File: src/rtl/rv_pkg.sv
// Shared RV32I constants for the fetch front end.
package rv_pkg;
  localparam int          XLEN     = 32;
  localparam int          IADDR_W  = 30;
  localparam logic [31:0] NOP_INST = 32'h0000_0013;
endpackage

File: src/rtl/if_fetch_ctrl_if.sv
// Debug/loader read port that time-shares the instruction ROM with fetch.
interface if_fetch_ctrl_if;
  import rv_pkg::*;
  logic               dbg_req_i;
  logic [IADDR_W-1:0] dbg_addr_i;
  logic               dbg_gnt_o;
  logic               dbg_rvalid_o;
  logic [XLEN-1:0]    dbg_rdata_o;

  modport master (output dbg_req_i, dbg_addr_i, input dbg_gnt_o, dbg_rvalid_o, dbg_rdata_o);
  modport slave  (input dbg_req_i, dbg_addr_i, output dbg_gnt_o, dbg_rvalid_o, dbg_rdata_o);
endinterface

File: src/rtl/if_fetch_ctrl.sv
// Instruction-fetch sequencer: owns the PC, arbitrates the ROM port between
// fetch and debug reads, and holds the IF/ID pipeline register.
module if_fetch_ctrl
  import rv_pkg::*;
#(
  parameter logic [XLEN-1:0] RESET_PC = 32'h0000_0000,
  parameter int              CNT_W    = 16
) (
  input  logic               clk,
  input  logic               rst,
  input  logic               stall_i,
  input  logic               redirect_i,
  input  logic [XLEN-1:0]    redirect_pc_i,
  if_fetch_ctrl_if.slave     dbg,
  output logic [IADDR_W-1:0] rom_addr_o,
  input  logic [XLEN-1:0]    rom_inst_i,
  output logic [XLEN-1:0]    if_pc_o,
  output logic [XLEN-1:0]    if_inst_o,
  output logic               if_valid_o,
  output logic               misalign_o,
  output logic [CNT_W-1:0]   fetch_cnt_o
);

  logic [XLEN-1:0] pc;
  logic            dbg_last;
  logic            gnt;

  // Debug may not take two free-running cycles in a row; stalled cycles are idle anyway.
  assign gnt           = dbg.dbg_req_i & ~redirect_i & (stall_i | ~dbg_last);
  assign dbg.dbg_gnt_o = gnt;
  assign rom_addr_o    = gnt ? dbg.dbg_addr_i : pc[XLEN-1:2];

  always_ff @(posedge clk or posedge rst) begin
    if (rst) begin
      pc               <= RESET_PC;
      if_pc_o          <= '0;
      if_inst_o        <= NOP_INST;
      if_valid_o       <= 1'b0;
      misalign_o       <= 1'b0;
      fetch_cnt_o      <= '0;
      dbg_last         <= 1'b0;
      dbg.dbg_rvalid_o <= 1'b0;
      dbg.dbg_rdata_o  <= '0;
    end else begin
      misalign_o       <= 1'b0;
      dbg_last         <= gnt & ~stall_i;
      dbg.dbg_rvalid_o <= gnt;
      if (gnt) dbg.dbg_rdata_o <= rom_inst_i;

      if (redirect_i) begin
        pc         <= {redirect_pc_i[XLEN-1:2], 2'b00};
        if_valid_o <= 1'b0;
        if_inst_o  <= NOP_INST;
        misalign_o <= |redirect_pc_i[1:0];
      end else if (stall_i) begin
        pc <= pc;
      end else if (gnt) begin
        if_valid_o <= 1'b0;
        if_inst_o  <= NOP_INST;
      end else begin
        if_pc_o     <= pc;
        if_inst_o   <= rom_inst_i;
        if_valid_o  <= 1'b1;
        pc          <= pc + 32'd4;
        fetch_cnt_o <= fetch_cnt_o + CNT_W'(1);
      end
    end
  end

endmodule

File: src/flat_wrapper.sv
// flat-port wrapper written by rule: the top's interface ports become plain ports
module if_fetch_ctrl_flat import rv_pkg::*;
#(
  parameter logic [XLEN-1:0] RESET_PC = 32'h0000_0000,
  parameter int              CNT_W    = 16
)
  (clk, rst, stall_i, redirect_i, redirect_pc_i, rom_addr_o, rom_inst_i, if_pc_o, if_inst_o, if_valid_o, misalign_o, fetch_cnt_o, dbg_dbg_req_i, dbg_dbg_addr_i, dbg_dbg_gnt_o, dbg_dbg_rvalid_o, dbg_dbg_rdata_o);
  if_fetch_ctrl_if dbg_i ();
  input  logic clk;
  input  logic rst;
  input  logic stall_i;
  input  logic redirect_i;
  input  logic [XLEN-1:0] redirect_pc_i;
  output logic [IADDR_W-1:0] rom_addr_o;
  input  logic [XLEN-1:0] rom_inst_i;
  output logic [XLEN-1:0] if_pc_o;
  output logic [XLEN-1:0] if_inst_o;
  output logic if_valid_o;
  output logic misalign_o;
  output logic [CNT_W-1:0] fetch_cnt_o;
  input wire logic [$bits(dbg_i.dbg_req_i)-1:0] dbg_dbg_req_i;
  input wire logic [$bits(dbg_i.dbg_addr_i)-1:0] dbg_dbg_addr_i;
  output wire logic [$bits(dbg_i.dbg_gnt_o)-1:0] dbg_dbg_gnt_o;
  output wire logic [$bits(dbg_i.dbg_rvalid_o)-1:0] dbg_dbg_rvalid_o;
  output wire logic [$bits(dbg_i.dbg_rdata_o)-1:0] dbg_dbg_rdata_o;
  assign dbg_i.dbg_req_i = dbg_dbg_req_i;
  assign dbg_i.dbg_addr_i = dbg_dbg_addr_i;
  assign dbg_dbg_gnt_o = dbg_i.dbg_gnt_o;
  assign dbg_dbg_rvalid_o = dbg_i.dbg_rvalid_o;
  assign dbg_dbg_rdata_o = dbg_i.dbg_rdata_o;
  if_fetch_ctrl #(.RESET_PC(RESET_PC), .CNT_W(CNT_W)) u_core (.clk(clk), .rst(rst), .stall_i(stall_i), .redirect_i(redirect_i), .redirect_pc_i(redirect_pc_i), .dbg(dbg_i), .rom_addr_o(rom_addr_o), .rom_inst_i(rom_inst_i), .if_pc_o(if_pc_o), .if_inst_o(if_inst_o), .if_valid_o(if_valid_o), .misalign_o(misalign_o), .fetch_cnt_o(fetch_cnt_o));
endmodule
File: config.mk
export PLATFORM = sky130hd
export DESIGN_NAME = if_fetch_ctrl_flat
export DESIGN_NICKNAME = d
export VERILOG_FILES = /design/src/rtl/rv_pkg.sv /design/src/rtl/if_fetch_ctrl_if.sv /design/src/rtl/if_fetch_ctrl.sv /design/src/flat_wrapper.sv
export SDC_FILE = /design/constraint.sdc
export NUM_CORES = 1
export LEC_CHECK = 0
export CORE_UTILIZATION = 29
export CTS_CLUSTER_DIAMETER = 120
export DETAILED_ROUTE_END_ITERATION = 10
export HOLD_SLACK_MARGIN = 0.05
export SETUP_SLACK_MARGIN = 0.15
export SLEW_MARGIN = 0
export SYNTH_ARGS = -nofsm -noshare
export SYNTH_HDL_FRONTEND = slang
export SYNTH_SLANG_ARGS = --single-unit
File: constraint.sdc
create_clock -name clk -period 7.23 [get_ports clk]
set_input_delay 1.8075 -clock clk [delete_from_list [all_inputs] [get_ports clk]]
set_output_delay 1.8075 -clock clk [all_outputs]
set_load 0.005 [all_outputs]
==> impl_metrics.json <==
{
  "r2r_slack_ps": 4940,
  "clk_latency_ps": 410,
  "cts-buffers-inserted": 17,
  "path_common_cell": "clkdlybuf4s50_1",
  "drv_slew": 0,
  "p_per_area_nw_per_um2": 246,
  "max_freq_mhz": 164,
  "die_height_um": 150,
  "slowest_stage": "clkdlybuf4s50_1",
  "fp.dieW_um": 150,
  "critical_path_class": "input port to output pin",
  "drc": 0,
  "initial_core_util": 0.299,
  "cts.sink_count": 144,
  "cap_violations": 0,
  "io_pins": 245,
  "core_area_um2": 21300,
  "clk_pin_slew_ps": 70,
  "hold_path_class": "flop to flop",
  "startpoint_type": "input port",
  "fin_nets": 891,
  "grt_pass1_vias": 5071,
  "timing.slew.headroom": 0.369,
  "period_needed_ps": 6110,
  "setup_viol_count_final": 0,
  "synth_edf_count": 0,
  "drtIter0Drc": 156,
  "n_fill_cell": 1996,
  "io_buffers": 242,
  "grt_pass1_wl_um": 28500,
  "post-cts-setup-buffers": 0,
  "gr-usage-all-layers": 0.167,
  "postRouteAntennaNets": 0,
  "synth_flop_cell": "dfrtp_1",
  "critPathCaptureType": "output pin",
  "ys_seq_area_frac": 0.567,
  "worst_path_largest_cell_delay_ps": 850,
  "dp_hpwl_um": 12200,
  "ir_worst_vdd_mv": 0.145,
  "setup_tns_ps": 0,
  "whs_ps": 471,
  "n_antenna_cell": 0,
  "clockRootBuffer": "clkbuf_16",
  "avgViaCountPerCell": 4.61,
  "cts_tree": "built",
  "htreeDepth": 4,
  "required_ps": 5420,
  "hold_buffers": 0,
  "place.gp.congestion": 0.736,
  "ys_seq_elements": 144,
  "row_count": 53,
  "die-area_um2": 22500,
  "grt_max_degree": 95,
  "clock_skew_ps": 8.02,
  "antenna_found_initial": 1,
  "cp_max_fo": 64,
  "drt_first_pass_iters": 4,
  "outcome": "completed",
  "hold_violations": 0,
  "wl_um": 18000,
  "cts_resized": 0,
  "leakagePower_uw": 0.00408,
  "async_flop_share": 1.00,
  "path_cells": "clkdlybuf4s50_1 > inv_1 > a21oi_4 > buf_12 > mux2_2 > clkdlybuf4s50_1",
  "synth.cell_area_um2": 6360,
  "synth_cell_types": 38,
  "clk_path_buf_depth": 2,
  "yosys_warnings": 0,
  "rsz0062_at_grt": "false",
  "fin_crit_sh": 0.845,
  "gr-total-overflow": 0,
  "syn_to_final_growth_pct": 51.9,
  "drt-wirelength-per-cell_um": 16.7,
  "tightest_slew_ps": 944,
  "vias": 4974,
  "crit_arrival_ps": 4300,
  "synth_cells": 557,
  "avgSynthCellArea_um2": 11.4,
  "layout-drive-gt1-share": 0.146
}
report_power, final:
part | total [uW] | switching (uW) | internal, uW
clock network | 934 | 366 | 569
logic | 459 | 164 | 295
registers | 987 | 85.5 | 901
metal layers:
metal	vias to the layer above	GRT usage	wire length, um	part of all wire
met5	-	0	0	0
met4	0	0.0429	154	0.0085
met3	13	0.0512	1320	0.073
met2	161	0.262	8380	0.46
met1	2428	0.223	8170	0.45
li1	2372	-	-	-
cell usage after synthesis (5+ instances only):
library cell  number  area, um2
xnor2_1           16        140
nand3_1           15       75.1
buf_2              9       45.0
and4_1             5       43.8
clkbuf_1          15       56.3
mux2_2            62        698
xor2_1            28        245
and3_1             5       31.3
a22o_1            29        254
dfrtp_1          141       3530
o21ai_0           26        130
nand4_1           16        100
nand2_1          140        526
worst max-delay path, delay by kind of cell:
kind | cells | cell delay [ps]
compound gates | 1 | 210
buf+inv | 4 | 1810
mux | 1 | 380
final cells by class:
type / instances / area (um2) / area share
clock buffer: 19 / 453 / 0.0469
inverter: 2 / 12.5 / 0.00130
tap: 275 / 344 / 0.0356
clock inverter: 13 / 174 / 0.0180
timing repair buffer: 247 / 2470 / 0.255
multi-input combinational: 378 / 2600 / 0.269
sequential: 144 / 3610 / 0.373
per-stage QoR:
| stage | total power (uW) | cell area (um2) | instances | setup slack, ps | utilization |
|---|---|---|---|---|---|
| global placement | 1460 | 9030 | 1046 | 1180 | 0.424 |
| detailed placement | 1470 | 9030 | 1046 | 1130 | 0.424 |
| finish | 2380 | 9660 | 1078 | 1120 | 0.454 |
| global route | 2500 | 9660 | 1078 | 1020 | 0.454 |
| CTS | 2420 | 9660 | 1078 | 1130 | 0.454 |
| floorplan | 1150 | 6360 | 558 | 1560 | - |
cells in the final DEF, fill, tap and decap left out, types with 2 or more instances in the layout:
cell               n
dfrtp_1          141
clkinvlp_4         3
mux2_2            62
clkbuf_8           2
clkinv_4           2
dfstp_2            3
xor2_1            28
and3_1             5
buf_4              4
nor4_4             3
a22o_1            29
conb_1             2
clkdlybuf4s50_1  241
o22a_1             3
o21ai_0           26
nand4b_1           2
nor3_2             3
nand3_1           15
nand4_1           16
ha_1               2
nand2_1          140
o21ai_1            4
xnor2_1           16
and4_1             5
bufinv_16          3
inv_6              6
nand2b_1           2
nor2_1             3
clkbuf_16         17
kinds of logic after synthesis:
group | count (synthesis) | synth area share
AND/OR/NAND/NOR | 203 | 0.159
adder cells (fa/ha/maj) | 2 | 0.00393
flip-flops | 144 | 0.567
XOR/XNOR | 44 | 0.0606
multiplexers | 63 | 0.111
other | 1 | 0.000590
AO/OA/AOI/OAI | 64 | 0.0702
buffers and inverters | 36 | 0.0270
state kept, by name, summed over array words and instances, names as in the netlist:
register                 cells
u_core.dbg.dbg_rdata_o      32
u_core.if_inst_o            32
u_core.if_pc_o              30
u_core.pc                   30
u_core.fetch_cnt_o          16
u_core.dbg.dbg_rvalid_o      1
u_core.dbg_last              1
u_core.if_valid_o            1
u_core.misalign_o            1
worst paths after layout:
kind,from,end,cells after the start
worst max-delay path,stall_i,rom_addr_o[21],6
worst min-delay path,u_core.fetch_cnt_o[15],u_core.fetch_cnt_o[15],1
worst max register to register,u_core.dbg_last,u_core.fetch_cnt_o[8],5
worst min register to register,u_core.fetch_cnt_o[15],u_core.fetch_cnt_o[15],1
max in group asynchronous,rst,u_core.if_inst_o[30],3
min in group asynchronous,rst,u_core.dbg.dbg_rdata_o[6],2
(Power assumes the default switching activity.)
